$ cat src/rtl/mem_controller_if.sv
// rtl/mem_controller_if.sv - LSU-side and memory-side handshake bundle for mem_controller
// master is the controller's view; slave is the LSU/memory environment's view.
interface mem_controller_if #(
  parameter int NUM_CONSUMERS = 4,
  parameter int ADDR_BITS     = 8,
  parameter int DATA_BITS     = 8
);
  logic [NUM_CONSUMERS-1:0]           consumer_read_valid;
  logic [NUM_CONSUMERS*ADDR_BITS-1:0] consumer_read_address;
  logic [NUM_CONSUMERS-1:0]           consumer_read_ready;
  logic [NUM_CONSUMERS*DATA_BITS-1:0] consumer_read_data;
  logic [NUM_CONSUMERS-1:0]           consumer_write_valid;
  logic [NUM_CONSUMERS*ADDR_BITS-1:0] consumer_write_address;
  logic [NUM_CONSUMERS*DATA_BITS-1:0] consumer_write_data;
  logic [NUM_CONSUMERS-1:0]           consumer_write_ready;
  logic                               mem_read_valid;
  logic [ADDR_BITS-1:0]               mem_read_address;
  logic                               mem_read_ready;
  logic [DATA_BITS-1:0]               mem_read_data;
  logic                               mem_write_valid;
  logic [ADDR_BITS-1:0]               mem_write_address;
  logic [DATA_BITS-1:0]               mem_write_data;
  logic                               mem_write_ready;

  modport master (
    input  consumer_read_valid, consumer_read_address,
    input  consumer_write_valid, consumer_write_address, consumer_write_data,
    input  mem_read_ready, mem_read_data, mem_write_ready,
    output consumer_read_ready, consumer_read_data, consumer_write_ready,
    output mem_read_valid, mem_read_address,
    output mem_write_valid, mem_write_address, mem_write_data
  );

  modport slave (
    output consumer_read_valid, consumer_read_address,
    output consumer_write_valid, consumer_write_address, consumer_write_data,
    output mem_read_ready, mem_read_data, mem_write_ready,
    input  consumer_read_ready, consumer_read_data, consumer_write_ready,
    input  mem_read_valid, mem_read_address,
    input  mem_write_valid, mem_write_address, mem_write_data
  );
endinterface

$ cat src/rtl/mem_controller.sv
// rtl/mem_controller.sv - round-robin arbiter of per-LSU loads/stores onto one data-memory port
// One memory transaction in flight; a consumer requesting both read and write gets the read first.
module mem_controller #(
  parameter int NUM_CONSUMERS = 4,
  parameter int ADDR_BITS     = 8,
  parameter int DATA_BITS     = 8
) (
  input logic             clk,
  input logic             reset,
  mem_controller_if.master bus
);
  localparam int IDX_W = (NUM_CONSUMERS > 1) ? $clog2(NUM_CONSUMERS) : 1;
  localparam logic [IDX_W-1:0] LAST_IDX = IDX_W'(NUM_CONSUMERS - 1);

  typedef enum logic [1:0] {IDLE, READ_WAITING, WRITE_WAITING, RELAYING} state_e;

  state_e                             state_q;
  logic [IDX_W-1:0]                   grant_q;
  logic [IDX_W-1:0]                   rr_q;
  logic [IDX_W-1:0]                   rr_d;
  logic                               is_read_q;
  logic [NUM_CONSUMERS-1:0]           rd_ready_q;
  logic [NUM_CONSUMERS-1:0]           wr_ready_q;
  logic [NUM_CONSUMERS*DATA_BITS-1:0] rd_data_q;
  logic                               mem_rv_q;
  logic                               mem_wv_q;
  logic [ADDR_BITS-1:0]               mem_ra_q;
  logic [ADDR_BITS-1:0]               mem_wa_q;
  logic [DATA_BITS-1:0]               mem_wd_q;

  logic                               sel_found;
  logic                               sel_read;
  logic [IDX_W-1:0]                   sel_idx;
  logic [IDX_W-1:0]                   cand;

  // First requester at or above the rr pointer, wrapping.
  always_comb begin
    sel_found = 1'b0;
    sel_read  = 1'b0;
    sel_idx   = rr_q;
    cand      = rr_q;
    for (int k = 0; k < NUM_CONSUMERS; k++) begin
      if (!sel_found && (bus.consumer_read_valid[cand] || bus.consumer_write_valid[cand])) begin
        sel_found = 1'b1;
        sel_idx   = cand;
        sel_read  = bus.consumer_read_valid[cand];
      end
      cand = (cand == LAST_IDX) ? '0 : cand + IDX_W'(1);
    end
  end

  assign rr_d = (grant_q == LAST_IDX) ? '0 : grant_q + IDX_W'(1);

  always_ff @(posedge clk or posedge reset) begin
    if (reset) begin
      state_q    <= IDLE;
      grant_q    <= '0;
      rr_q       <= '0;
      is_read_q  <= 1'b0;
      rd_ready_q <= '0;
      wr_ready_q <= '0;
      rd_data_q  <= '0;
      mem_rv_q   <= 1'b0;
      mem_wv_q   <= 1'b0;
      mem_ra_q   <= '0;
      mem_wa_q   <= '0;
      mem_wd_q   <= '0;
    end else begin
      case (state_q)
        IDLE: begin
          if (sel_found) begin
            grant_q   <= sel_idx;
            is_read_q <= sel_read;
            if (sel_read) begin
              mem_rv_q <= 1'b1;
              mem_ra_q <= bus.consumer_read_address[sel_idx*ADDR_BITS +: ADDR_BITS];
              state_q  <= READ_WAITING;
            end else begin
              mem_wv_q <= 1'b1;
              mem_wa_q <= bus.consumer_write_address[sel_idx*ADDR_BITS +: ADDR_BITS];
              mem_wd_q <= bus.consumer_write_data[sel_idx*DATA_BITS +: DATA_BITS];
              state_q  <= WRITE_WAITING;
            end
          end
        end
        READ_WAITING: begin
          if (bus.mem_read_ready) begin
            mem_rv_q <= 1'b0;
            rd_data_q[grant_q*DATA_BITS +: DATA_BITS] <= bus.mem_read_data;
            // A consumer that withdrew its request gets no ready pulse.
            if (bus.consumer_read_valid[grant_q]) begin
              rd_ready_q[grant_q] <= 1'b1;
              state_q             <= RELAYING;
            end else begin
              state_q <= IDLE;
            end
          end
        end
        WRITE_WAITING: begin
          if (bus.mem_write_ready) begin
            mem_wv_q <= 1'b0;
            if (bus.consumer_write_valid[grant_q]) begin
              wr_ready_q[grant_q] <= 1'b1;
              state_q             <= RELAYING;
            end else begin
              state_q <= IDLE;
            end
          end
        end
        RELAYING: begin
          if (is_read_q ? !bus.consumer_read_valid[grant_q] : !bus.consumer_write_valid[grant_q]) begin
            rd_ready_q <= '0;
            wr_ready_q <= '0;
            rr_q       <= rr_d;
            state_q    <= IDLE;
          end
        end
        default: state_q <= IDLE;
      endcase
    end
  end

  assign bus.consumer_read_ready  = rd_ready_q;
  assign bus.consumer_read_data   = rd_data_q;
  assign bus.consumer_write_ready = wr_ready_q;
  assign bus.mem_read_valid       = mem_rv_q;
  assign bus.mem_read_address     = mem_ra_q;
  assign bus.mem_write_valid      = mem_wv_q;
  assign bus.mem_write_address    = mem_wa_q;
  assign bus.mem_write_data       = mem_wd_q;
endmodule

$ cat src/flat_wrapper.sv
// flat-port wrapper written by rule: the top's interface ports become plain ports
module mem_controller_flat 
#(
  parameter int NUM_CONSUMERS = 4,
  parameter int ADDR_BITS     = 8,
  parameter int DATA_BITS     = 8
)
  (clk, reset, bus_consumer_read_valid, bus_consumer_read_address, bus_consumer_write_valid, bus_consumer_write_address, bus_consumer_write_data, bus_mem_read_ready, bus_mem_read_data, bus_mem_write_ready, bus_consumer_read_ready, bus_consumer_read_data, bus_consumer_write_ready, bus_mem_read_valid, bus_mem_read_address, bus_mem_write_valid, bus_mem_write_address, bus_mem_write_data);
  mem_controller_if #(.NUM_CONSUMERS(NUM_CONSUMERS), .ADDR_BITS(ADDR_BITS), .DATA_BITS(DATA_BITS)) bus_i ();
  input logic clk;
  input logic reset;
  input wire logic [$bits(bus_i.consumer_read_valid)-1:0] bus_consumer_read_valid;
  input wire logic [$bits(bus_i.consumer_read_address)-1:0] bus_consumer_read_address;
  input wire logic [$bits(bus_i.consumer_write_valid)-1:0] bus_consumer_write_valid;
  input wire logic [$bits(bus_i.consumer_write_address)-1:0] bus_consumer_write_address;
  input wire logic [$bits(bus_i.consumer_write_data)-1:0] bus_consumer_write_data;
  input wire logic [$bits(bus_i.mem_read_ready)-1:0] bus_mem_read_ready;
  input wire logic [$bits(bus_i.mem_read_data)-1:0] bus_mem_read_data;
  input wire logic [$bits(bus_i.mem_write_ready)-1:0] bus_mem_write_ready;
  output wire logic [$bits(bus_i.consumer_read_ready)-1:0] bus_consumer_read_ready;
  output wire logic [$bits(bus_i.consumer_read_data)-1:0] bus_consumer_read_data;
  output wire logic [$bits(bus_i.consumer_write_ready)-1:0] bus_consumer_write_ready;
  output wire logic [$bits(bus_i.mem_read_valid)-1:0] bus_mem_read_valid;
  output wire logic [$bits(bus_i.mem_read_address)-1:0] bus_mem_read_address;
  output wire logic [$bits(bus_i.mem_write_valid)-1:0] bus_mem_write_valid;
  output wire logic [$bits(bus_i.mem_write_address)-1:0] bus_mem_write_address;
  output wire logic [$bits(bus_i.mem_write_data)-1:0] bus_mem_write_data;
  assign bus_i.consumer_read_valid = bus_consumer_read_valid;
  assign bus_i.consumer_read_address = bus_consumer_read_address;
  assign bus_i.consumer_write_valid = bus_consumer_write_valid;
  assign bus_i.consumer_write_address = bus_consumer_write_address;
  assign bus_i.consumer_write_data = bus_consumer_write_data;
  assign bus_i.mem_read_ready = bus_mem_read_ready;
  assign bus_i.mem_read_data = bus_mem_read_data;
  assign bus_i.mem_write_ready = bus_mem_write_ready;
  assign bus_consumer_read_ready = bus_i.consumer_read_ready;
  assign bus_consumer_read_data = bus_i.consumer_read_data;
  assign bus_consumer_write_ready = bus_i.consumer_write_ready;
  assign bus_mem_read_valid = bus_i.mem_read_valid;
  assign bus_mem_read_address = bus_i.mem_read_address;
  assign bus_mem_write_valid = bus_i.mem_write_valid;
  assign bus_mem_write_address = bus_i.mem_write_address;
  assign bus_mem_write_data = bus_i.mem_write_data;
  mem_controller #(.NUM_CONSUMERS(NUM_CONSUMERS), .ADDR_BITS(ADDR_BITS), .DATA_BITS(DATA_BITS)) u_core (.clk(clk), .reset(reset), .bus(bus_i));
endmodule
$ cat config.mk
export PLATFORM = sky130hd
export DESIGN_NAME = mem_controller_flat
export DESIGN_NICKNAME = d
export VERILOG_FILES = /design/src/rtl/mem_controller_if.sv /design/src/rtl/mem_controller.sv /design/src/flat_wrapper.sv
export SDC_FILE = /design/constraint.sdc
export NUM_CORES = 1
export LEC_CHECK = 0
export CORE_MARGIN = 2
export CORE_UTILIZATION = 35
export CTS_BUF_LIST = sky130_fd_sc_hd__clkbuf_2 sky130_fd_sc_hd__clkbuf_4 sky130_fd_sc_hd__clkbuf_8
export CTS_CLUSTER_DIAMETER = 80
export DETAILED_ROUTE_END_ITERATION = 6
export DONT_BUFFER_PORTS = 1
export GPL_TIMING_DRIVEN = 0
export PLACE_DENSITY = 0.51
export SLEW_MARGIN = 20
export SYNTH_ARGS = -nofsm -noshare
export SYNTH_HDL_FRONTEND = slang
export SYNTH_SLANG_ARGS = --single-unit
$ cat constraint.sdc
create_clock -name clk -period 8.4 [get_ports clk]
set_input_delay 0.84 -clock clk [delete_from_list [all_inputs] [get_ports clk]]
set_output_delay 0.84 -clock clk [all_outputs]
set_load 0.1 [all_outputs]
---- Word level (Yosys, flattened, before mapping) ----
Index checks and enable logic that the tools add are counted.
storage, ports and cells
  register bits ........................... 73
  input port bits ......................... 116
  logic and storage cells ................. 136
operators by class
  $add $sub $neg .......................... 5
  order comparisons ....................... 6
  equality and inequality tests ........... 15
  shifts and indexed selects .............. 5
  mux-type cells .......................... 62
  bitwise logic cells ..................... 3
  reductions and logical operators ........ 28
operators by type and width
  operator                   count
  $shiftx A32 B6 Y8          3
  $neg A5 Y34                1
  $shift A8 B34 Y32 const A  1
  $shiftx A8 B34 Y32         1
  $bwmux W32                 1
  $mux W2                    14
  $mux W1                    26
  $bmux W1 S2                10
  $mux W4                    5
  $reduce_and A4 Y1          5
  $pmux W4 S2                2
  $lt A2 B3 Y1 const B       5
  $eq A2 B2 Y1 const B       6
  $ne A2 B1 Y1 const B       5
  $add A2 B1 Y2 const B      4
  $or A4 B4 Y4               2
  $pmux W2 S4                1
  $reduce_bool A2 Y1         4
  $ne A2 B2 Y1 const B       3
  $reduce_and A2 Y1          3
  $reduce_and A3 Y1          2
  $logic_not A1 Y1           5
  $logic_and A1 B1 Y1        4
  $logic_or A1 B1 Y1         4
  6 further kinds            7

---- Depth between registers and ports, before layout ----
Gate-level depths: netlist of the first run.
  word-level depth ........................ 16
  depth in mapped cells ................... 12
  mapped depth without buffers ............ 8

---- Least setup slack after synthesis of the first run ----
OpenSTA, ideal clock, no wires.
  kind .................................... reg-to-reg
  from .................................... register u_core.rr_q[0]
  to ...................................... register u_core.mem_wd_q[3], in the netlist u_core.bus.mem_write_data[3]
  arrival time ............................ 2.890 ns
  required time ........................... 8.255 ns
  path slack .............................. 5.364 ns
  cell stages (with the launch flop) ...... 13
  buffers on the path ..................... 4
  cells stage by stage .................... dfrtp_1 > ha_1 > buf_4 > or3_4 > a211oi_4 > a21oi_2 > a311oi_4 > and3_1 > buf_2 > and2_1 > buf_6 > buf_6 > a211oi_2
on the way
  word-level cells in the longest chain between the ends .. 15
  elaborated cells between the ends (all ways) .. 49
ends and longest elaborated chain
  item                                                    line                   text
  start: declaration                                      mem_controller.sv:19   logic [IDX_W-1:0] rr_q;
  start signal: assignment                                mem_controller.sv:114  rr_q <= rr_d;
  branches (longest 15 deep; another with $add A2 B1 Y2)  n/a
  end signal: assignment                                  mem_controller.sv:81   mem_wd_q <= bus.consumer_write_data[sel_idx*DATA_BITS +: DATA_BITS];
  end: declaration                                        mem_controller.sv:29   logic [DATA_BITS-1:0] mem_wd_q;
Parallel ways; which one is timed is not known. The select of a mux whose other input is x is not followed.
A chain may end at the register's enable or synchronous reset.

---- Final worst setup path of the first run ----
  from .................................... register u_core.rr_q[0]
  to ...................................... register u_core.mem_wd_q[5], in the netlist u_core.bus.mem_write_data[5]
Same word-level chain as after synthesis.

==> run summary, run 1 <==
The flow ran to the end, and the final reports show no timing, DRC or antenna violations. From synthesis to final layout, the design area changed by 10.2%. Setup repair after global routing left no endpoint under its margin.

The count of cell types in the netlist is 51, and the share of synthesized flip-flops with an asynchronous set or reset is 1.00. The number of setup buffers added after CTS was 0. Clock period minus final worst setup slack: 3530 ps. After synthesis, the cell types taking the most area are dfrtp_1 (42%), nand2_1 (6.8%), mux2i_1 (5.9%), o21ai_0 (4.1%), a211oi_1 (3.8%).

Initial antenna violation count: 0. In the final routed layout, each cell accounts on average for 20.1 µm. In this run, synthesis inferred 0 flip-flops with an integrated enable. Summing all placed instances gives a cell area of 4640 µm². The instance count of the mapped netlist came out at 451.

During I/O placement, the number of pins put on the boundary was 182. After the first detailed-routing iteration, the DRC count stood at 140. Using the TritonRoute via totals, the vias-per-cell ratio works out to 5.50.

Based on the critical path, the design can be clocked at up to 283 MHz. The initial cell density of the core was 0.362. Traced cell by cell, the critical path runs through ha_1 > buf_4 > or3_4 > a211oi_4 > o41ai_1 > mux2i_1 > nand3_1 > clkbuf_1 > a211oi_1 > a221oi_2. Input and output buffers added on the ports amount to 0. The run gives 3497 as the via count. Most instantiated library cell after synthesis: nand2_1.

0 antenna diodes ended up in the layout. The run gives 0 as the max-slew violation count. By count the netlist is led by nand2_1 (80), dfrtp_1 (73), nor2_1 (44), o21ai_0 (36), mux2i_1 (26). The tools report the residual DRC count as 0. The number of buffers inserted for hold repair after clock tree synthesis was 0. TritonCTS built the clock tree. The run gives 0.887 as the final estimated routing congestion in global placement. The Yosys step of the flow raised 0 warnings.

The count of nets after finishing is 588. Max-cap violations in this run came to 0. The classification of the worst setup path is register to register. The synthesized cell area is 4400 µm². The transition time of the tightest slew-check pin is 970 ps. In this run the number of H-tree levels came out at 3. The utilization after layout was 0.399; the wire length of the first global-routing pass was 19200 µm.

Summed over all layers, the routed wires come to 12800 µm. The number of rows created at floorplan is 40, and the biggest fanout along the worst timing path is 10. The final clock period utilization by the worst path works out to 0.420.

The later pin in the worst-skew pair is clocked with a latency of 360 ps. The run gives 0.352 as the worst slew margin relative to its limit. The area fraction of the dominant cell type after synthesis came out at 0.415.

Largest area contributor in the netlist: dfrtp_1. Synthesis inferred 73 register bits. The overall die height is 116 µm. The post-synth net total is 576. The number of fill cells is 1214. For the worst setup path, the data arrival time is 3760 ps. Number of hold-slack violations in the final timing report: 0. Measured along the x axis, the die boundary spans 116 µm. The most used flip-flop cell after synthesis is dfrtp_1. The run gives 13500 µm² as the die footprint. The tools report the via count of the first global-routing pass as 3497. Before CTS, the worst setup slack after placement is 4890 ps.

The average footprint of a synthesized cell came out at 9.75 µm². The pre-antenna-repair detailed-routing pass consisted of 4 iterations. Adding up every negative setup slack in the final design gives 0 ps.

Clock-pin slew was measured on the worst setup and hold paths at 90 ps. The worst register-to-register path has a setup slack of 4870 ps. The tree is rooted in a clkbuf_8.

For this design, the sink count on the clock tree is 73. The run gives 0 as the total grt overflow. The nature of the critical path startpoint was a register. In this design, the stage delay of the slowest critical-path cell is 460 ps. The worst setup path is captured at a register.

The count of final setup violators is 0. The final HPWL from detailed placement is 9840 µm, and the fraction of layout cells with a size suffix above 1 is 0.141. The cell area after layout came out at 4850 µm². The share of synthesized area occupied by flip-flops and latches is 0.415.

The number of buffers created by CTS was 9. Among all stages on the critical path, the largest delay is contributed by dfrtp_1. The core region is 12200 µm².

The tools report the maximum number of pins on one net before global-route repair as 49. The tightest min-delay check is of the input port to async pin type. In this run the remaining antenna-violating nets after routing total 0. The critical path required time came out at 8630 ps. Between clock sinks in the finished design, the worst skew comes to 14.5 ps. The clock passes through at most 2 buffers. Across all setup checks in the final design, the least slack found is 4870 ps. The total global-route track usage was 0.186.

The count of instances resized after the clock tree is built is 0.
==> sequential cells by signal, indices dropped and copies added, names as in the netlist <==
register and flops:
u_core.bus.consumer_read_data 32, u_core.bus.mem_read_address 8, u_core.bus.mem_write_address 8, u_core.bus.mem_write_data 8, u_core.bus.consumer_read_ready 4, u_core.bus.consumer_write_ready 4, u_core.grant_q 2, u_core.rr_q 2
u_core.state_q 2, u_core.bus.mem_read_valid 1, u_core.bus.mem_write_valid 1, u_core.is_read_q 1
==> kinds of logic (layout without fill, tap and decap cells) <==
family | count (synthesis) | after routing | share of synthesized area
compound gates | 115 | 115 | 0.208
buf+inv | 35 | 52 | 0.0484
xor+xnor | 1 | 1 | 0.00199
mux | 36 | 36 | 0.107
flops | 73 | 73 | 0.415
fa+ha+maj | 9 | 9 | 0.0256
simple gates | 182 | 182 | 0.194
==> layout make-up <==
cell class,count,area (µm²),share of cell area
multi-input cells,343,2360,0.486
well taps,168,210,0.0434
flip-flops and latches,73,1830,0.377
repair buffers,1,27.5,0.00568
plain buffers,29,190,0.0392
inverters,6,25.0,0.00516
clock inverters,6,72.6,0.0150
clock buffers,10,138,0.0284
==> worst max-delay path: cells and delay by family (launching register included) <==
kind                       cells  cell delay (ps)
muxes                          1              200
adders and majority gates      1              380
and+or+nand+nor                2              730
DFF                            1              460
buffers and inverters          2              580
AOI/OAI and AO/OA              4             1060
==> metal layers <==
metal	wire (µm)	GRT usage
met4	198	0.0651
met3	787	0.0472
met2	6330	0.297
met1	5460	0.247
met5	0	0
==> cell usage in the layout, fill, tap and decap left out, drive strengths merged, types with 5 or more instances in the layout <==
cell type / count
a211oi: 25
a21oi: 15
a221oi: 22
and2: 5
and3: 25
buf: 16
clkbuf: 24
dfrtp: 73
ha: 9
inv: 9
mux2i: 26
mux4: 8
nand2: 80
nand3: 6
nor2: 45
o21ai: 36
==> worst paths after layout <==
path / start / to / cells after the start
worst max-delay path: u_core.rr_q[0] / u_core.bus.mem_write_data[5] / 10
worst min-delay path: reset / u_core.bus.mem_write_data[6] / 1
worst min register to register: u_core.is_read_q / u_core.is_read_q / 2
min in group clk: u_core.is_read_q / u_core.is_read_q / 2
max in group asynchronous: reset / u_core.bus.consumer_read_data[20] / 2
worst max register to register: u_core.rr_q[0] / u_core.bus.mem_write_data[5] / 10
==> stage by stage <==
stage	hold slack (ps)	instances
after global routing	330	636
final	327	636
after global placement	523	619
after CTS	331	636
after detailed placement	518	620
after floorplan	489	451
Power of run 1 is not shown: default switching activity piles up to over one toggle a cycle in this logic, so the estimate is an artifact.
==> run 2, diff against run 1 <==
--- a/config.mk
+++ b/config.mk
@@ -12,7 +12,7 @@
 export DETAILED_ROUTE_END_ITERATION = 6
 export DONT_BUFFER_PORTS = 1
 export GPL_TIMING_DRIVEN = 0
-export PLACE_DENSITY = 0.51
+export PLACE_DENSITY = 0.53
 export SLEW_MARGIN = 20
 export SYNTH_ARGS = -nofsm -noshare
 export SYNTH_HDL_FRONTEND = slang
==> constraint.sdc (replaced) <==
create_clock -name clk -period 3.2 [get_ports clk]
set_input_delay 0.32 -clock clk [delete_from_list [all_inputs] [get_ports clk]]
set_output_delay 0.32 -clock clk [all_outputs]
set_load 0.1 [all_outputs]
==> run 2 against run 1 <==
Compared with the run above: global-route usage increased by 0.36 points; wire length is 1.9% higher; critical path depth grew 1; non-clock buffer count increased by 12; final cell count is 1.9% higher; setup slack got worse by 4800 ps; clock skew fell by 0.55 ps; die area unchanged; flip-flop and latch count unchanged.
==> run summary, run 2 (synthesized netlist as in run 1, its figures left out) <==
The clock-pin slew reported for the worst setup and hold paths after clock tree synthesis is 100 ps (was 90 ps). The run finished with clean final reports. The tools report the clock latency on the worst-skew pair as 360 ps (about the same). Overall die height: 116 µm (unchanged). The run gives 9 (unchanged) as the number of buffers created by CTS. In this run the most critical hold path is launched from bus_mem_read_data[4]. CP cell instances: ha_4 > buf_4 > or3_4 > and2_1 > a221oi_1 > a211o_2 > and2_4 > buf_6 > buf_12 > mux2i_2 > a211oi_2 (was ha_1 > buf_4 > or3_4 > a211oi_4 > o41ai_1 > mux2i_1 > nand3_1 > clkbuf_1 > a211oi_1 > a221oi_2). The die footprint is 13500 µm² (unchanged).

The run gives 40 (unchanged) as the number of rows created at floorplan. The clock period minus final worst setup slack was 3080 ps (was 3530 ps). The detailed-routing iteration count for the pre-antenna-repair pass is 4 (unchanged). The classification of the worst setup path was register to register (unchanged).

The tools report the number of fill cells as 1242 (was 1214). The flip-flop count of the largest register, all copies and words added came out at 32 (unchanged). The average routed wire per standard cell is 20.1 µm (about the same). Number of cells traversed by the worst hold path: 2. The count of final setup violators was 0 (unchanged); the initial antenna violation count was 0 (unchanged). The tools report the wire length reported by the detailed router as 13000 µm (was 12800 µm).

The count of nets after finishing is 600 (was 588). The utilization after layout is 0.417 (was 0.399). The cell chosen for the clock root is clkbuf_8 (unchanged). Data arrival at the endpoint of the critical path: 3320 ps (was 3760 ps). The depth of the most critical reg-to-reg path works out to 11 (was 10).

The via-per-instance ratio was 5.51 (was 5.50); the delay of the slowest cell on the worst path was 450 ps (was 460 ps). The logs give 0.328 (was 0.352) for the worst slew margin relative to its limit and 212 (was 140) for the number of DRC violations after detailed-routing iteration 0. The nature of the critical path startpoint was a register (unchanged). The fraction of layout cells with a size suffix above 1 is 0.206 (was 0.141), and the maximum clock frequency is 325 MHz (was 283 MHz).

TritonCTS built the clock tree. The transition time of the tightest slew-check pin came out at 1010 ps (was 970 ps). The setup skew after layout is 14.0 ps (was 14.5 ps). The residual DRC count came out at 0 (unchanged). The tools report the total global-route track usage as 0.190 (was 0.186). The run gives 49 (unchanged) as the maximum number of pins on one net before global-route repair.

The capturing point of the worst reg2reg path was u_core.bus.mem_write_data[3] (was u_core.bus.mem_write_data[5]). The number of nets with antenna violations after detailed routing was 0 (unchanged). The biggest fanout along the worst timing path is 10 (unchanged), and the number of hold-slack violations in the final timing report is 0 (unchanged).

The worst hold path endpoint was u_core.bus.consumer_read_data[28]. The wire length of the first global-routing pass was 19700 µm (was 19200 µm). Startpoint of the worst register-to-register path: u_core.rr_q[0] (unchanged). The run gives 0 ps (unchanged) as the final-layout setup total negative slack. Commonest cells after routing, fill and taps aside: nand2_1 (79), dfrtp_1 (71), nor2_1 (43) (was nand2_1 (80), dfrtp_1 (73), nor2_1 (44)). Core region area: 12200 µm² (unchanged). The area growth from synthesis to layout came out at 15.2% (was 10.2%).

The library cell contributing the largest single delay on the critical path is dfrtp_2 (was dfrtp_1). The clock sink count came out at 73 (unchanged). The final estimated routing congestion in global placement is 0.882 (was 0.887). The max-capacitance violation count is 0 (unchanged), and the via count is 3573 (was 3497). The initial cell density of the core was 0.362 (unchanged). The cell area after layout came out at 5070 µm² (was 4850 µm²).

Type of the most critical hold path: input port to register (was input port to async pin). The number of port buffers was 0 (unchanged). The logs give 0 (unchanged) for the max-slew violation count and 3 (unchanged) for the H-tree depth reported by CTS.

The via count of the first global-routing pass is 3616 (was 3497). The I/O pin total is 182 (unchanged), and the die extent in x is 116 µm (unchanged). The run gives 3440 ps (was 8630 ps) as the critical path required time.

The tools report the final HPWL from detailed placement as 9810 µm (was 9840 µm). Final clock period utilization by the worst path: 0.963 (was 0.420). The nature of the critical path endpoint is a register (unchanged). The leading cell type in the layout, fill and taps excluded was nand2_1 (unchanged). The area of placed instances is 4640 µm² (unchanged). The antenna diode count came out at 0 (unchanged). For the slack of the worst reg-to-reg path, the log shows 120 ps (was 4870 ps).

The total grt overflow was 0 (unchanged). The largest buffer count on any clock path came out at 2 (unchanged).
run 2: area by class of cell:
cell class,count,area [µm²],area share
inverters,6,25.0,0.00494
well taps,168,210,0.0415
repair buffers,13,118,0.0232
clock inverters,7,86.3,0.0170
plain buffers,29,211,0.0417
multi-input cells,343,2460,0.486
flip-flops and latches,73,1830,0.361
clock buffers,9,124,0.0244
run 2: how the worst max path moves through the flow:
stage                   startpoint                         endpoint  depth (start not counted)
finish              u_core.rr_q[0]     u_core.bus.mem_write_data[3]                         11
detailed placement  u_core.rr_q[0]   u_core.bus.mem_read_address[3]                         10
global route        u_core.rr_q[0]   u_core.bus.mem_read_address[5]                         11
global placement    u_core.rr_q[0]  u_core.bus.mem_write_address[2]                         10
floorplan           u_core.rr_q[0]     u_core.bus.mem_write_data[3]                         12
CTS                 u_core.rr_q[0]  u_core.bus.mem_write_address[0]                         12
run 2: what timing repair did:
action | in CTS | in global routing
resized for setup | 16 | 20
hold buffers | 1 | 0
hold endpoints to repair | 25 | 0
setup buffers | 5 | 6
setup endpoints to repair | 26 | 26
pin swaps | 6 | 5
run 2: routing by layer:
metal | global-route usage | vias to the layer above | wire (µm)
met1 | 0.250 | 1764 | 5640
met4 | 0.0595 | 0 | 150
met2 | 0.309 | 98 | 6460
met3 | 0.0472 | 13 | 760
met5 | 0 | - | 0
li1 | - | 1698 | -
run 2: critical path, delay by kind of cell, from the launching register on:
family	cells	cell delay [ps]
AND/OR/NAND/NOR	3	800
AO/OA/AOI/OAI	3	700
buffers and inverters	3	500
flip-flops	1	450
adder cells (fa/ha/maj)	1	260
multiplexers	1	250
run 2: through the flow:
stage / setup WS, ps / hold WS [ps] / cells
3_3_place_gp: -192 / 458 / 619
2_1_floorplan: 164 / 456 / 451
6_report: 119 / 82.6 / 648
5_1_grt: -5.32 / 82.8 / 648
3_5_place_dp: -220 / 210 / 620
4_1_cts: 30.9 / 65.4 / 642
Power of run 2 is left out for the same reason.
==> run 3, diff against run 2 <==
--- a/config.mk
+++ b/config.mk
@@ -5,6 +5,7 @@
 export SDC_FILE = /design/constraint.sdc
 export NUM_CORES = 1
 export LEC_CHECK = 0
+export CORE_ASPECT_RATIO = 0.6
 export CORE_MARGIN = 2
 export CORE_UTILIZATION = 35
 export CTS_BUF_LIST = sky130_fd_sc_hd__clkbuf_2 sky130_fd_sc_hd__clkbuf_4 sky130_fd_sc_hd__clkbuf_8
==> run 3 against run 2 <==
Compared with the run above: critical path type unchanged; highest routed layer unchanged; non-clock buffer count is 1 higher; critical path depth down 1; via count rose by 1.8%; design area grew 1.3%; first-iteration DRC count rose by 38%; core utilization rose by 0.63 points; global-route usage up 0.56 points; flip-flop and latch count unchanged.
==> run summary, run 3 (synthesized netlist as in run 1, its figures left out) <==
The flow ran to the end, and the final reports show no timing, DRC or antenna violations. Leading cell type in the layout, fill and taps excluded: nand2_1 (unchanged). The number of port buffers is 0 (unchanged).

The run gives 13300 µm (was 13000 µm) as the wire length reported by the detailed router. The die footprint is 13500 µm² (about the same). The critical path required time came out at 3430 ps (was 3440 ps). Antenna diode count: 0 (unchanged). The utilization after layout was 0.423 (was 0.417); the total global-route track usage was 0.195 (was 0.190). The max-capacitance violation count came out at 0 (unchanged).

The number of DRC violations after detailed-routing iteration 0 is 293 (was 212). Initial antenna violation count: 0 (unchanged). The die extent in x came out at 149 µm (was 116 µm). The startpoint of the worst register-to-register path is u_core.rr_q[0] (unchanged). Cell chosen for the clock root: clkbuf_8 (unchanged).

The detailed-routing iteration count for the pre-antenna-repair pass is 4 (unchanged), and the clock period minus final worst setup slack is 3070 ps (was 3080 ps). The run gives 0 (unchanged) as the max-slew violation count. The area growth from synthesis to layout was 16.8% (was 15.2%). The clock-pin slew reported for the worst setup and hold paths after clock tree synthesis works out to 80 ps (was 100 ps).

Commonest cells after routing, fill and taps aside: nand2_1 (79), dfrtp_1 (71), nor2_1 (43) (unchanged). The final-layout setup total negative slack came out at 0 ps (unchanged). The overall die height came out at 90.8 µm (was 116 µm). The worst hold path startpoint is bus_mem_read_data[0] (was bus_mem_read_data[4]). The tools report the instance count after placement with tap cells included as 617 (was 620). The launching element of the worst setup path was u_core.rr_q[0] (unchanged). Count of final setup violators: 0 (unchanged). The clock sink count came out at 73 (unchanged).

The run gives 31 (was 40) as the number of rows created at floorplan. The worst slew margin relative to its limit is 0.355 (was 0.328). The final HPWL from detailed placement was 9990 µm (was 9810 µm); the post-layout instance count excluding filler cells was 647 (was 648). The H-tree depth reported by CTS was 3 (unchanged). The final clock period utilization by the worst path came out at 0.961 (was 0.963). The transition time of the tightest slew-check pin came out at 967 ps (was 1010 ps). The tools report the number of nets with antenna violations after detailed routing as 0 (unchanged). TritonCTS built the clock tree. The run gives 3521 (was 3616) as the via count of the first global-routing pass. The tools report the number of hold-slack violations in the final timing report as 0 (unchanged).

For the number of fill cells, the log shows 1209 (was 1242). The setup skew after layout was 9.97 ps (was 14.0 ps). The run gives 360 ps (about the same) as the clock latency on the worst-skew pair. The I/O pin total is 182 (unchanged), and the fraction of layout cells with a size suffix above 1 is 0.226 (was 0.206). The final estimated routing congestion in global placement was 0.815 (was 0.882); the maximum clock frequency was 325 MHz (about the same). Via-per-instance ratio: 5.62 (was 5.51).

For the largest buffer count on any clock path, the log shows 2 (unchanged). Nature of the critical path startpoint: a register (unchanged). The wire length of the first global-routing pass came out at 20400 µm (was 19700 µm). For the data arrival at the endpoint of the critical path, the log shows 3300 ps (was 3320 ps).

The average routed wire per standard cell works out to 20.6 µm (was 20.1 µm). The classification of the worst setup path is register to register (unchanged). The worst setup slack before clock tree synthesis was -285 ps (was -220 ps); the maximum number of pins on one net before global-route repair was 49 (unchanged). Nature of the critical path endpoint: a register (unchanged). The total grt overflow was 0 (unchanged).

Core region area: 12100 µm² (was 12200 µm²). The biggest fanout along the worst timing path was 8 (was 10); the via count was 3636 (was 3573). The run gives 0.362 (about the same) as the initial cell density of the core. The number of buffers created by CTS came out at 9 (unchanged). For the residual DRC count, the log shows 0 (unchanged). For the smallest setup slack after layout, the log shows 126 ps (was 119 ps).

Type of the most critical hold path: input port to register (unchanged). The count of nets after finishing is 602 (was 600). The flip-flop count of the largest register, all copies and words added is 32 (unchanged).
run 3: changes by cell type in the layout (fill, tap and decap cells not counted), sizes merged:
cell    change
o21bai      +1
inv         -4
clkbuf      -2
clkinv      +2
buf         +5
run 3: cell type report:
type | instances | area, µm² | share of cell area
sequential | 73 | 1830 | 0.356
buffer | 27 | 220 | 0.0429
inverter | 6 | 25.0 | 0.00487
multi-input combinational | 344 | 2520 | 0.490
timing repair buffer | 16 | 143 | 0.0278
clock inverter | 5 | 56.3 | 0.0110
tap | 165 | 206 | 0.0402
clock buffer | 11 | 139 | 0.0270
run 3: critical path, cell delays in order (launching register included):
cell	delay, ps
dfrtp_2	460
ha_4	320
buf_8	120
mux4_2	320
or2_4	290
a2111oi_4	420
buf_4	190
o21bai_2	100
and3_1	170
a2111oi_0	450
a311oi_1	90
run 3: worst paths after layout:
kind	end	slack [ps]	depth (start not counted)
worst max-delay path	u_core.bus.mem_write_data[2]	130	10
worst min-delay path	u_core.bus.consumer_read_data[0]	90	2
worst max register to register	u_core.bus.mem_write_data[2]	130	10
worst min register to register	u_core.is_read_q	530	2
max in group asynchronous	u_core.rr_q[0]	2200	3
min in group asynchronous	u_core.bus.mem_write_address[7]	420	2
run 3: repair_timing:
item	4_1_cts	5_1_grt
pin swaps	6	8
endpoints found under the hold margin	25	0
buffers inserted	7	7
endpoints found under the setup margin	27	25
resized for setup	20	26
gates cloned	0	1
hold buffers	1	0
run 3: per-layer routing:
layer,track usage,vias up,wire [µm],part of all wire
met2,0.275,117,5850,0.44
met4,0.0468,0,155,0.012
met1,0.292,1806,6440,0.48
met5,0,-,0,0
li1,-,1700,-,-
met3,0.0551,13,897,0.067
run 3: per-stage QoR:
step	instance area (µm²)	hold WS [ps]
final	5130	87.9
after global routing	5130	73.2
after CTS	4970	72.4
after detailed placement	4630	207
after global placement	4600	458
after floorplan	4400	456
Power of run 3 is left out for the same reason.
==> patch 1 (settings of run 3) <==
Re-encode `state_e` (4 states) as Gray code, 2 bits wide.
--- a/src/rtl/mem_controller.sv
+++ b/src/rtl/mem_controller.sv
@@ -12,7 +12,7 @@
   localparam int IDX_W = (NUM_CONSUMERS > 1) ? $clog2(NUM_CONSUMERS) : 1;
   localparam logic [IDX_W-1:0] LAST_IDX = IDX_W'(NUM_CONSUMERS - 1);
 
-  typedef enum logic [1:0] {IDLE, READ_WAITING, WRITE_WAITING, RELAYING} state_e;
+  typedef enum logic [1:0] {IDLE = 2'b00, READ_WAITING = 2'b01, WRITE_WAITING = 2'b11, RELAYING = 2'b10} state_e;
 
   state_e                             state_q;
   logic [IDX_W-1:0]                   grant_q;
Formal check against the unedited RTL: no difference found for any inputs over 4 cycles, from zero or initial values and one cycle with reset high; so few cycles prove little.
==> patch 1 against run 3 <==
Setup slack lost 26 ps. Synthesized cell count is 8.2% lower. Cell area decreased by 5.6%. Wire length down 11%. Count of clock-buffer cells in the layout fell by 2. Non-clock buffer count decreased by 5. Synthesized area is 3.4% lower. Sequential cell count is the same. Global-route usage down 1.6 points. First-iteration DRC count shrank 54%. Largest cell class unchanged.
Power is not shown: default switching activity piles up to over one toggle a cycle in this logic, so the estimate is an artifact.
==> patch 1: results (changes against run 3) <==
nonclk inv count=5 (-1); width of the die=146 µm (-1.7%); detailed-placement wirelength estimate=8910 µm (-11%); multi-input combinational cell count=311 (-9.6%); register-to-register setup slack=100 ps (-30 ps); outcome=completed; worst-case setup slack after placement=-360 ps (-75.1 ps); Final #Nets=563 (-6.5%); Initial DRC Count=134 (-54%); data arrival time of the critical path=3380 ps (+80 ps); depth of the worst register-to-register path=13 (+3); main combinational cell family by area after synthesis=multiplexers; area after detailed placement=4480 µm² (-3.2%); largest driver fanout on the critical path=10 (+2); Least-Margin Pin Slew=1140 ps (+173 ps); sequential-to-total area share from yosys stat=0.430 (+0.0147); total number of vias=3309 (-9.0%); detailed-router iteration count before antenna repair=5 (+1); final wirelength=11900 µm (-11%); proportion of synthesized area in mux cells=0.179 (+0.0718); Worst Hold Path EP=u_core.state_q[0]$_DFFE_PP0P_; clock network contribution to total cell area=0.0377 (-0.000325); post-route non-filler standard cell count=608 (-6.0%); number of ordinary and repair buffers in the finished layout=38 (-12%); layout cell share with drive strength beyond 1=0.221 (-0.00492); FILL cells=1211 (+0.17%); Non-clock buffering overhead=0.0743 (+0.00368); sequential share of cell area=0.377 (+0.0209); met1 usage=0.266 (-0.0264); reg2reg end=u_core.bus.mem_write_address[3]$_DFFE_PP0P_; global-route met3 utilization=0.0500 (-0.00505); sum of routed wire segments on met1=5770 µm (-10%); total met3 wirelength after detailed routing=869 µm (-3.1%)
## patch 1: repair_timing
action	in CTS	in global routing
resized for setup	7	17
setup buffers	0	11
pin swaps	0	3
cloned	0	0
setup endpoints to repair	19	23
hold endpoints to repair	25	0
hold buffers	1	0
## patch 1: how the worst max path moves through the flow
stage                                                             end  slack (ps)
final                     u_core.bus.mem_write_address[3]$_DFFE_PP0P_         100
after global routing      u_core.bus.mem_write_address[3]$_DFFE_PP0P_         -10
after CTS                    u_core.bus.mem_write_data[2]$_DFFE_PP0P_           3
after detailed placement   u_core.bus.mem_read_address[2]$_DFFE_PP0P_        -360
after global placement     u_core.bus.mem_read_address[0]$_DFFE_PP0P_        -280
after floorplan            u_core.bus.mem_read_address[0]$_DFFE_PP0P_         410
## patch 1: kinds of logic (layout without fill, tap and decap cells)
group / count (synthesis) / in the layout
compound gates: 109 / 109
xor+xnor: 1 / 1
fa+ha+maj: 9 / 9
buf+inv: 30 / 59
flops: 73 / 73
mux: 61 / 61
simple gates: 131 / 131
==> patch 2 (settings of run 3) <==
Made on the original files. `DATA_BITS` is set to 8 in 3 places; all go to 12.
--- a/src/rtl/mem_controller_if.sv
+++ b/src/rtl/mem_controller_if.sv
@@ -3,7 +3,7 @@
 interface mem_controller_if #(
   parameter int NUM_CONSUMERS = 4,
   parameter int ADDR_BITS     = 8,
-  parameter int DATA_BITS     = 8
+  parameter int DATA_BITS     = 12
 );
   logic [NUM_CONSUMERS-1:0]           consumer_read_valid;
   logic [NUM_CONSUMERS*ADDR_BITS-1:0] consumer_read_address;
--- a/src/rtl/mem_controller.sv
+++ b/src/rtl/mem_controller.sv
@@ -3,7 +3,7 @@
 module mem_controller #(
   parameter int NUM_CONSUMERS = 4,
   parameter int ADDR_BITS     = 8,
-  parameter int DATA_BITS     = 8
+  parameter int DATA_BITS     = 12
 ) (
   input logic             clk,
   input logic             reset,
--- a/src/flat_wrapper.sv
+++ b/src/flat_wrapper.sv
@@ -3,7 +3,7 @@
 #(
   parameter int NUM_CONSUMERS = 4,
   parameter int ADDR_BITS     = 8,
-  parameter int DATA_BITS     = 8
+  parameter int DATA_BITS     = 12
 )
   (clk, reset, bus_consumer_read_valid, bus_consumer_read_address, bus_consumer_write_valid, bus_consumer_write_address, bus_consumer_write_data, bus_mem_read_ready, bus_mem_read_data, bus_mem_write_ready, bus_consumer_read_ready, bus_consumer_read_data, bus_consumer_write_ready, bus_mem_read_valid, bus_mem_read_address, bus_mem_write_valid, bus_mem_write_address, bus_mem_write_data);
   mem_controller_if #(.NUM_CONSUMERS(NUM_CONSUMERS), .ADDR_BITS(ADDR_BITS), .DATA_BITS(DATA_BITS)) bus_i ();
Interface: changed (resized bus_consumer_read_data, bus_consumer_write_data, bus_mem_read_data and bus_mem_write_data); port bits go from 182 to 222. The function was not compared with the original's and may differ.
==> patch 2 against run 3 <==
Setup slack better by 16 ps. Synthesized area is 25% higher. Wire length is 36% higher. Sequential cell count is 20 higher. Global-route usage is 1.4 points higher. Cell area is 20% higher. Hold slack worse by 3.8 ps. Critical endpoint is now u_core.bus.mem_write_address[5]$_DFFE_PP0P_. Highest routed layer unchanged.
Power is not shown: default switching activity piles up to over one toggle a cycle in this logic, so the estimate is an artifact.
==> patch 2: results (changes against run 3) <==
Least-Margin Pin Slew=1040 ps (+72.7 ps); startpoint of the tightest hold check path=bus_mem_read_data[0]; data arrival time of the critical path=3300 ps (about the same); FILL cells=1526 (+26%); setup clock skew after layout=21.7 ps (+11.7 ps); Largest register FFs=48 (+50%); detailed-router iteration count before antenna repair=5 (+1); total number of vias=4897 (+35%); pin count of the biggest net entering global routing=63 (+29%); area after detailed placement=5770 µm² (+25%); worst-case setup slack after placement=-444 ps (-159 ps); sequential-to-total area share from yosys stat=0.424 (+0.00891); detailed-placement wirelength estimate=14000 µm (+40%); Net Count, Synth=717 (+24%); top cells by instance count after synthesis=dfrtp_1, nand2_1, nor3b_1, clkbuf_1, nor2_1; outcome=completed; highest clock rate=327 MHz (+0.53%); total routing usage reported by global routing=0.209 (+0.0140); Final #Nets=731 (+21%); routed length per placed instance=22.9 µm (+11%); biggest area contributors in the synthesized netlist=dfrtp_1, nor3b_1, nand2_1; wire length of the first global-routing pass=27300 µm (+34%); via count of the first global-routing pass=4564 (+30%); Clock Pin Slew Worst Setup and Hold Paths=110 ps (+30 ps); Final Hold Slack=84.1 ps (-3.77 ps); gpl congestion=0.860 (+5.5%); mean cell area of the mapped netlist=9.59 µm² (-1.7%); largest buffer count on any clock path=2 (unchanged); number of different library cells in the post-synthesis netlist=53 (+3.9%); multi-input gate area in the final layout=3050 µm² (+21%); insertion delay of the later-clocked pin in the worst-skew pair=380 ps (+20 ps); Initial DRC Count=446 (+52%); largest driver fanout on the critical path=10 (+2); register-to-register setup slack=140 ps (+20 ps); worst setup path endpoint=u_core.bus.mem_write_address[5]$_DFFE_PP0P_; layout cell share with drive strength beyond 1=0.146 (-0.0806)
-- patch 2: changes by cell type in the layout (fill, tap and decap cells not counted), sizes merged, moves of 18 or more --
cell / run 3 / this run
a211oi: 25 / 44
buf: 29 / 11
and3: 25 / 0
o31ai: 2 / 24
a221oi: 22 / 0
nor3b: 4 / 40
a22o: 0 / 29
clkbuf: 24 / 48
dfrtp: 73 / 93
-- patch 2: metal layers --
metal | wire (µm) | track usage | vias up
met5 | 0 | 0 | -
met4 | 173 | 0.0421 | 0
met3 | 1760 | 0.0616 | 14
met2 | 7480 | 0.278 | 248
met1 | 8740 | 0.328 | 2452
li1 | - | - | 2183
-- patch 2: cells by family (layout without fill, tap and decap cells) --
family / Yosys count / count (layout) / share of synthesized area
simple gates: 197 / 197 / 0.179
mux: 29 / 29 / 0.0668
fa+ha+maj: 9 / 9 / 0.0205
buf+inv: 57 / 76 / 0.0454
compound gates: 187 / 187 / 0.264
flops: 93 / 93 / 0.424
-- patch 2: area by class of cell --
class / instances / share of cell area
inverter: 9 / 0.00649
clock inverter: 7 / 0.0140
tap: 203 / 0.0412
buffer: 47 / 0.0371
multi-input combinational: 422 / 0.495
sequential: 93 / 0.377
timing repair buffer: 4 / 0.00852
clock buffer: 9 / 0.0201
-- patch 2: repair_timing --
item                       4_1_cts  5_1_grt
gates cloned                     0        0
setup endpoints to repair       65       70
hold endpoints to repair        31        0
resized for setup               13       31
hold buffers                     1        0
setup buffers                    0        2
pin swaps                        1        3
-- patch 2: worst max-delay path: stages, from the launching register on --
cell and delay, ps:
dfrtp_1 430, ha_4 210, or2_4 270, mux4_2 480, and2_4 210, a311o_2 390, or2_4 260, buf_6 160
buf_6 170, a211oi_4 250, o31ai_1 90
